$ cat config.mk
export PLATFORM = sky130hd
export DESIGN_NAME = lifegame_seq
export DESIGN_NICKNAME = d
export VERILOG_FILES = /design/src/rtl/lifegame_seq.sv
export SDC_FILE = /design/constraint.sdc
export NUM_CORES = 1
export LEC_CHECK = 0
export ABC_AREA = 1
export CAP_MARGIN = 20
export CORE_MARGIN = 4
export CORE_UTILIZATION = 35
export CTS_CLUSTER_DIAMETER = 150
export CTS_CLUSTER_SIZE = 30
export DETAILED_ROUTE_END_ITERATION = 6
export HOLD_SLACK_MARGIN = 0.08
export PLACE_DENSITY = 0.61
export SETUP_SLACK_MARGIN = 0.02
export SKIP_CTS_REPAIR_TIMING = 1
export SLEW_MARGIN = 15
export SYNTH_ARGS = -nofsm -noshare
export SYNTH_HDL_FRONTEND = slang
export SYNTH_SLANG_ARGS = --single-unit
$ cat constraint.sdc
create_clock -name clk -period 3.53 [get_ports clk]
set_input_delay 0.5295 -clock clk [delete_from_list [all_inputs] [get_ports clk]]
set_output_delay 0.5295 -clock clk [all_outputs]
set_load 0.05 [all_outputs]
$ cat src/rtl/lifegame_seq.sv
// Generation sequencer for a WIDTH x HEIGHT toroidal life grid held in a two-bank row memory.
// Streams 3x3 windows to an external cell unit and writes each new row to the opposite bank.
module lifegame_seq #(
  parameter int unsigned WIDTH  = 8,
  parameter int unsigned HEIGHT = 8,
  localparam int unsigned RW    = $clog2(HEIGHT)
) (
  input  logic              clk,
  input  logic              rst,
  input  logic              start,
  input  logic [15:0]       run_gens,
  input  logic              stop,
  output logic              rd_en,
  output logic [RW:0]       rd_addr,
  input  logic [WIDTH-1:0]  rd_data,
  output logic              wr_en,
  output logic [RW:0]       wr_addr,
  output logic [WIDTH-1:0]  wr_data,
  output logic [8:0]        neibor,
  output logic              cal_enable,
  input  logic              cal_out,
  output logic              busy,
  output logic              gen_done,
  output logic [15:0]       gen_count,
  output logic              cur_bank
);

  localparam int unsigned CW = $clog2(WIDTH);

  typedef enum logic [3:0] {
    IDLE, L0, L1, L2, L3, CALC, DRAIN, WRITE, GEN_END
  } state_t;

  state_t             state;
  logic [RW-1:0]      row;
  logic [CW-1:0]      col;
  logic [15:0]        gens_target;
  logic [WIDTH-1:0]   row_p, row_c, row_n;
  logic [WIDTH-2:0]   newrow;

  function automatic logic [RW-1:0] row_dec(input logic [RW-1:0] r);
    return (r == '0) ? RW'(HEIGHT - 1) : r - 1'b1;
  endfunction

  function automatic logic [RW-1:0] row_inc(input logic [RW-1:0] r);
    return (r == RW'(HEIGHT - 1)) ? '0 : r + 1'b1;
  endfunction

  // 3x3 toroidal window around column k: rows above/centre/below, each {c-1, c, c+1}
  function automatic logic [8:0] window(input logic [WIDTH-1:0] p, input logic [WIDTH-1:0] c,
                                        input logic [WIDTH-1:0] n, input logic [CW-1:0] k);
    logic [CW-1:0] km, kp;
    km = (k == '0) ? CW'(WIDTH - 1) : k - 1'b1;
    kp = (k == CW'(WIDTH - 1)) ? '0 : k + 1'b1;
    return {p[km], p[k], p[kp], c[km], c[k], c[kp], n[km], n[k], n[kp]};
  endfunction

  // Outputs are registered on the transition into the state that owns them.
  always_ff @(posedge clk or negedge rst) begin
    if (!rst) begin
      state       <= IDLE;
      row         <= '0;
      col         <= '0;
      gens_target <= '0;
      row_p       <= '0;
      row_c       <= '0;
      row_n       <= '0;
      newrow      <= '0;
      rd_en       <= 1'b0;
      rd_addr     <= '0;
      wr_en       <= 1'b0;
      wr_addr     <= '0;
      wr_data     <= '0;
      neibor      <= '0;
      cal_enable  <= 1'b0;
      busy        <= 1'b0;
      gen_done    <= 1'b0;
      gen_count   <= '0;
      cur_bank    <= 1'b0;
    end else begin
      rd_en      <= 1'b0;
      wr_en      <= 1'b0;
      cal_enable <= 1'b0;
      gen_done   <= 1'b0;
      case (state)
        IDLE: begin
          if (start) begin
            gens_target <= run_gens;
            gen_count   <= '0;
            row         <= '0;
            busy        <= 1'b1;
            rd_en       <= 1'b1;
            rd_addr     <= {cur_bank, row_dec('0)};
            state       <= L0;
          end
        end
        L0: begin
          rd_en   <= 1'b1;
          rd_addr <= {cur_bank, row};
          state   <= L1;
        end
        L1: begin
          row_p   <= rd_data;
          rd_en   <= 1'b1;
          rd_addr <= {cur_bank, row_inc(row)};
          state   <= L2;
        end
        L2: begin
          row_c <= rd_data;
          state <= L3;
        end
        L3: begin
          row_n      <= rd_data;
          neibor     <= window(row_p, row_c, rd_data, '0);
          cal_enable <= 1'b1;
          col        <= '0;
          state      <= CALC;
        end
        CALC: begin
          if (col != '0) newrow[col - 1'b1] <= cal_out;
          if (col != CW'(WIDTH - 1)) begin
            col        <= col + 1'b1;
            cal_enable <= 1'b1;
            neibor     <= window(row_p, row_c, row_n, col + 1'b1);
          end else begin
            state <= DRAIN;
          end
        end
        DRAIN: begin
          wr_en   <= 1'b1;
          wr_addr <= {~cur_bank, row};
          wr_data <= {cal_out, newrow};
          state   <= WRITE;
        end
        WRITE: begin
          if (row != RW'(HEIGHT - 1)) begin
            row     <= row + 1'b1;
            rd_en   <= 1'b1;
            rd_addr <= {cur_bank, row};
            state   <= L0;
          end else begin
            gen_done  <= 1'b1;
            cur_bank  <= ~cur_bank;
            gen_count <= (gen_count == 16'hFFFF) ? gen_count : gen_count + 16'd1;
            state     <= GEN_END;
          end
        end
        GEN_END: begin
          // gen_count already holds the count including this generation
          if ((gens_target != '0 && gen_count == gens_target) || stop) begin
            busy  <= 1'b0;
            state <= IDLE;
          end else begin
            row     <= '0;
            rd_en   <= 1'b1;
            rd_addr <= {cur_bank, row_dec('0)};
            state   <= L0;
          end
        end
        default: state <= IDLE;
      endcase
    end
  end

endmodule
== Word-level counts from Yosys, hierarchy flattened ==
Cells that the tools add are included.
Storage, ports and cells
  flip-flop bits (word level): 104
  logic and storage cells: 133
Operators by class
  $add $sub $neg: 6
  $lt $le $gt $ge: 5
  eq/ne operators: 22
  mux-type cells: 57
  bitwise gates (word level): 2
  reduce and logical (&&, ||, !) cells: 22
Operators with widths (number)
  16-bit 2-to-1 mux: 3
  4-bit case mux with 9 select lines: 1
  16-bit case mux with 2 select lines: 1
  1-bit binary-select mux with 3-bit select: 9
  4-bit 2-to-1 mux: 6
  3-bit 2-to-1 mux: 7
  1-bit 2-to-1 mux: 20
  4-bit case mux with 5 select lines: 1
  9-bit case mux with 2 select lines: 1
  16-bit by 1-bit adder with 16-bit output, second input constant: 1
  16-bit equality test: 1
  16-bit equality test, second input constant: 1
  4-bit by 3-bit equality test with 1-bit output, second input constant: 4
  3-bit by 4-bit < comparator with 1-bit output, second input constant: 4
  2-bit != test, second input constant: 8
  16-bit nonzero test: 1
  4-bit AND reduction: 3
  2-bit AND reduction: 5
  3-bit by 1-bit adder with 3-bit output, second input constant: 3
  9-bit 2-to-1 mux: 1
  3-bit case mux with 3 select lines: 1
  4-bit by 2-bit equality test with 1-bit output, second input constant: 2
  7-bit bitwise mux: 1
  3-bit equality test, second input constant: 2
  19 further kinds: 27

== Depth between registers and ports, before layout ==
  depth in word-level cells: 7
  mapped depth: 12
  mapped depth without buffers: 12

== Worst setup path before layout ==
No wires, ideal clock.
  path kind: reg-to-reg
  start point: reg col[0]
  end point: reg neibor[2]
  arrival time: 1935 ps
  data required time: 3453 ps
  slack: 1517 ps
  stages on the path, launching flop included: 11
  period minus slack after synthesis: 2013 ps
  path through: dfrtp_1 inv_1 buf_2 ha_1 nand2_1 inv_2 nor2_4 inv_1 o211ai_1 nand3_1 a21oi_1
Between the ends
  word-level cells in the longest chain between the ends: 7
  elaborated cells on any way between the ends: 11
RTL lines
  start, declared: line 36  | logic [CW-1:0] col;
  start signal, assigned: line 122  | col <= col + 1'b1;
  3-bit by 1-bit adder with 3-bit output: line 124  | neibor <= window(row_p, row_c, row_n, col + 1'b1);
  3-bit by 1-bit subtractor with 3-bit output / 3-bit zero test (equally long branches): line 53  | km = (k == '0) ? CW'(WIDTH - 1) : k - 1'b1;
  3-bit 2-to-1 mux: line 53
  1-bit binary-select mux with 3-bit select: line 55  | return {p[km], p[k], p[kp], c[km], c[k], c[kp], n[km], n[k], n[kp]};
  1-bit 2-to-1 mux (implied by the code): line 55
  9-bit 2-to-1 mux: line 121  | if (col != CW'(WIDTH - 1)) begin
  9-bit case mux with 2 select lines: line 85  | case (state)
  end signal, assigned: line 114  | neibor <= window(row_p, row_c, rd_data, '0);
  end signal, assigned: line 124
  end, declared: line 19  | output logic [8:0] neibor,
Several ways; a longest one is shown, not always the timed one. The select of a mux whose other input is x is not followed.
A chain may end at the register's enable or synchronous reset.

== Worst setup path after layout ==
Ends and elaborated chain as after synthesis.

==> impl_results.rst <==
.. list-table::
   :header-rows: 1

   * - Metric
     - Value
   * - Leakage power figure
     - 3.13 nW
   * - Remaining antenna violation count
     - 0
   * - Met1 global-route usage
     - approximately a quarter
   * - Non-filler cells, final
     - around 1000
   * - Primary FF master, synth
     - sky130_fd_sc_hd__dfrtp_1
   * - Clock Tree Root
     - sky130_fd_sc_hd__clkbuf_16
   * - Post-synthesis to final-layout area growth
     - 22.5%
   * - Drc violations
     - 0
   * - Number of max-slew violations in the final report
     - 0
   * - Worst setup path class
     - flop to flop
   * - Post-detailed-route via-to-cell ratio
     - between 4 and 5
   * - Layer carrying the most global-route usage
     - met2
   * - Clock insertion delay at the later pin of the skew report
     - between 300 and 400 ps
   * - Share of flip-flops with an asynchronous set or reset
     - 100%
   * - Unique masters post-synth
     - 44
   * - Unrepaired setup endpoints after global routing
     - false
   * - Vias post-DR
     - 4852
   * - DIE WIDTH
     - 134 µm
   * - Multiplexer share of the synthesized area
     - less than 1%
   * - Startpoint types
     - flop
   * - Number of input and output port buffers inserted
     - 75
   * - Arrival time of data at the critical path endpoint
     - around 2900 ps
   * - Final setup viols
     - 0
   * - DP Wirelength
     - 10.3 mm
   * - Total routing usage reported by global routing
     - 16.1%
   * - Total nets after synthesis
     - 763
   * - Maxcap violations
     - 0
   * - Peak clock frequency supported by timing
     - 386 MHz
   * - PnR worst setup slack
     - between 900 and 1000 ps
   * - Met2 Track Usage GR
     - 24.6%
   * - Diodes inserted
     - 0
   * - Length of the first detailed-routing pass in iterations
     - 5
   * - CTS HTree Levels
     - 3
   * - Synthesized instance count
     - 724
   * - Maximum single-stage delay on the critical path
     - approximately 480 ps
   * - Peak fanout along the critical path
     - 24
   * - Setup skew after layout
     - 8.35 ps
   * - Largest family of logic cells by synthesized area
     - simple AND/OR/NAND/NOR gates
   * - Boundary pin count
     - 76
   * - Routability congestion estimate
     - 0.900
   * - Standard-cell row count
     - 45
   * - Number of register bits inferred by synthesis
     - approximately 100
   * - Netlist area before placement
     - 5580 µm²
   * - Worst hold-check path type
     - input pin to asynchronous set/reset pin
   * - Worst setup EP type
     - flop
   * - Starting density of the core
     - between 30% and 40%
   * - Post-Synth XOR/XNOR Area
     - 1.73%
   * - Clock buffers created by TritonCTS
     - 9
   * - Most used cell, CP
     - sky130_fd_sc_hd__inv_1
   * - Cell with the most instances after synthesis
     - sky130_fd_sc_hd__nand2_1
   * - Crit path cell chain
     - buf_4 > inv_1 > ha_1 > nand2_1 > inv_2 > nor2_4 > inv_1 > o211ai_1 > nand3_1 > a21oi_1
   * - Clock group share of total power
     - 16.9%
   * - Clock sinks
     - 104
   * - Final total negative setup slack
     - 0 ps
   * - Worst hold-check slack
     - 237 ps
   * - Final cycle utilization of the critical path
     - between 70 and 80%
   * - Hold Violations, Final
     - 0
   * - Total routed wirelength
     - 14.0 mm
   * - Status
     - finished, final reports clean
   * - Clock edge transition at the registers on the reported setup and hold paths
     - 70 ps
   * - Number of synthesis warnings
     - 0
   * - Share of power burned in registers
     - 31.4%
   * - Cell count after placement
     - between 900 and 1000
   * - Global-route wire length before repair
     - 23.6 mm
   * - CTS max path bufs
     - 2
   * - Maximum number of pins on one net before global-route repair
     - 54
   * - Die area
     - between 15000 and 20000 µm²
   * - Slew at the pin with the worst max-slew slack
     - about 900 ps
   * - Most area-consuming cells after synthesis
     - sky130_fd_sc_hd__dfrtp_1 47%, sky130_fd_sc_hd__nand2_1 16%, sky130_fd_sc_hd__o21ai_0 6.1%
   * - Vias in the first global route
     - 4576
   * - Number of flops mapped to enable cells by yosys
     - 0
   * - End-of-flow core utilization
     - 44.4%
   * - Core ar.
     - 15400 µm²
   * - Ratio of cells with drive above 1 in the final layout
     - under 10%
   * - Clock tree from TritonCTS
     - done
   * - Commonest cells post-synth
     - 237 x sky130_fd_sc_hd__nand2_1, 104 x sky130_fd_sc_hd__dfrtp_1, 78 x sky130_fd_sc_hd__inv_1, 68 x sky130_fd_sc_hd__o21ai_0, 49 x sky130_fd_sc_hd__nor2_1
   * - Adder-cell share of the synthesized area
     - under 10%
   * - Area share of the largest cell type after synthesis
     - 46.6%
   * - Cell class contributing the biggest share of worst-path delay
     - buffers and inverters
   * - Aggregate global routing overflow
     - 0
   * - Power density normalized to cell area
     - between 900 and 1000 nW/µm²
   * - Height of the die
     - 134 µm
   * - Count of filler cells inserted in the layout
     - 1631
   * - Slowest stage cell, crit path
     - sky130_fd_sc_hd__ha_1
   * - Share of the yosys chip area belonging to registers
     - 46.6%
   * - Normalized max-slew margin
     - 39.7%
   * - Number of antenna violations at the first check in global routing
     - 0
   * - Final critical path time including I/O delays and setup
     - 2590 ps
   * - Simple-gate share of the synthesized area
     - 27.8%
   * - Data required, critical path
     - 3810 ps
   * - Final Net Count
     - 833
   * - Syn Area/Cell
     - 7.71 µm²
   * - Fraction of power spent switching nets
     - 47.7%
   * - Cell internal pwr
     - between 3 and 4 mW
   * - Area fraction in compound gates after synthesis
     - 13.0%
   * - IR drop worst, VDD
     - 0.000346 V
   * - Average wire per standard cell
     - roughly 14 µm
   * - Logic gate share of total power
     - 51.8%
   * - Switching pwr
     - 3.12 mW
   * - DRC violation total after the first TritonRoute iteration
     - 349
   * - Cell taking the most area after synthesis
     - sky130_fd_sc_hd__dfrtp_1
   * - Post-placement setup slack
     - 981 ps
   * - Bufs and invs on worst path
     - 4
   * - Global Route met3 Usage
     - about 2.3%
==> final cells by class <==
class / instances / area (µm²) / share of cell area, %
Clock inverter: 6 / 91.3 / 1.33
Multi-Input combinational cell: 512 / 2520 / 36.8
Tap cell: 211 / 264 / 3.86
Inverter: 88 / 338 / 4.94
Clock buffer: 10 / 239 / 3.49
Timing Repair Buffer: 79 / 791 / 11.6
Sequential cell: 104 / 2600 / 38.0
==> final timing paths <==
check / from / end / slack (ps) / cells after the start
max: col[0]$_DFFE_PN0P_ / neibor[2]$_DFFE_PN0P_ / 940 / 10
min: rst / gens_target[9]$_DFFE_PN0P_ / 240 / 1
max reg2reg: col[0]$_DFFE_PN0P_ / neibor[2]$_DFFE_PN0P_ / 940 / 10
min reg2reg: wr_data[2]$_DFFE_PN0P_ / wr_data[2]$_DFFE_PN0P_ / 480 / 2
max in group asynchronous: rst / newrow[3]$_DFFE_PN0P_ / 2560 / 2
min in group clk: wr_data[2]$_DFFE_PN0P_ / wr_data[2]$_DFFE_PN0P_ / 480 / 2
==> metal layers <==
layer | vias up | wire length (µm)
met5 | - | 0
met4 | 0 | 226
met3 | 18 | 548
met2 | 102 | 6230
met1 | 2256 | 7020
li1 | 2476 | -
==> cells in the final DEF, fill, tap and decap left out, types with 2 or more instances in the layout <==
master	count
sky130_fd_sc_hd__nand2_1	237
sky130_fd_sc_hd__dfrtp_1	104
sky130_fd_sc_hd__inv_1	78
sky130_fd_sc_hd__clkdlybuf4s50_1	74
sky130_fd_sc_hd__o21ai_0	68
sky130_fd_sc_hd__nor2_1	49
sky130_fd_sc_hd__nand3_1	36
sky130_fd_sc_hd__a21oi_1	19
sky130_fd_sc_hd__nand4_1	14
sky130_fd_sc_hd__nor3_1	11
sky130_fd_sc_hd__xor2_1	10
sky130_fd_sc_hd__o21ai_1	10
sky130_fd_sc_hd__ha_1	10
sky130_fd_sc_hd__clkbuf_16	9
sky130_fd_sc_hd__a22oi_1	8
sky130_fd_sc_hd__o21ai_2	8
sky130_fd_sc_hd__inv_2	7
sky130_fd_sc_hd__nor2_4	4
sky130_fd_sc_hd__o211ai_1	4
sky130_fd_sc_hd__buf_4	4
sky130_fd_sc_hd__nand3_2	3
sky130_fd_sc_hd__clkinvlp_4	3
sky130_fd_sc_hd__nor2_2	2
sky130_fd_sc_hd__inv_6	2
sky130_fd_sc_hd__mux2i_1	2
sky130_fd_sc_hd__o21a_1	2
sky130_fd_sc_hd__a21oi_2	2
sky130_fd_sc_hd__bufinv_16	2
==> logic make-up (layout without fill, tap and decap cells) <==
group / after synthesis / count (layout)
AOI/OAI and AO/OA: 126 / 126
xor gates and xnor gates: 11 / 11
adders and majority gates: 10 / 10
buffers and inverters: 108 / 183
DFF: 104 / 104
muxes: 2 / 2
and+or+nand+nor: 363 / 363
==> state kept, by name, indices dropped and copies added (netlist names), 7 cells and up <==
| signal | cells |
|---|---|
| gen_count | 16 |
| gens_target | 16 |
| neibor | 9 |
| row_c | 8 |
| row_n | 8 |
| row_p | 8 |
| wr_data | 8 |
| newrow | 7 |
==> power groups by stage <==
| stage | Combinational [mW] | Sequential [mW] | Clock [mW] |
|---|---|---|---|
| after global placement | 3.37 | 2.06 | 0 |
| after detailed placement | 3.39 | 2.06 | 0 |
| after floorplan | 1.97 | 2.61 | 0 |
| final | 3.38 | 2.05 | 1.10 |
| after CTS | 3.40 | 2.05 | 1.13 |
| after global routing | 3.77 | 2.11 | 1.18 |
==> metrics by stage <==
stage	total power [mW]	cell area [µm²]
after global routing	7.06	6840
after floorplan	4.58	5580
after CTS	6.58	6840
after detailed placement	5.46	6510
final	6.54	6840
after global placement	5.43	6510
Note: power is estimated with default switching activity, not from simulation.
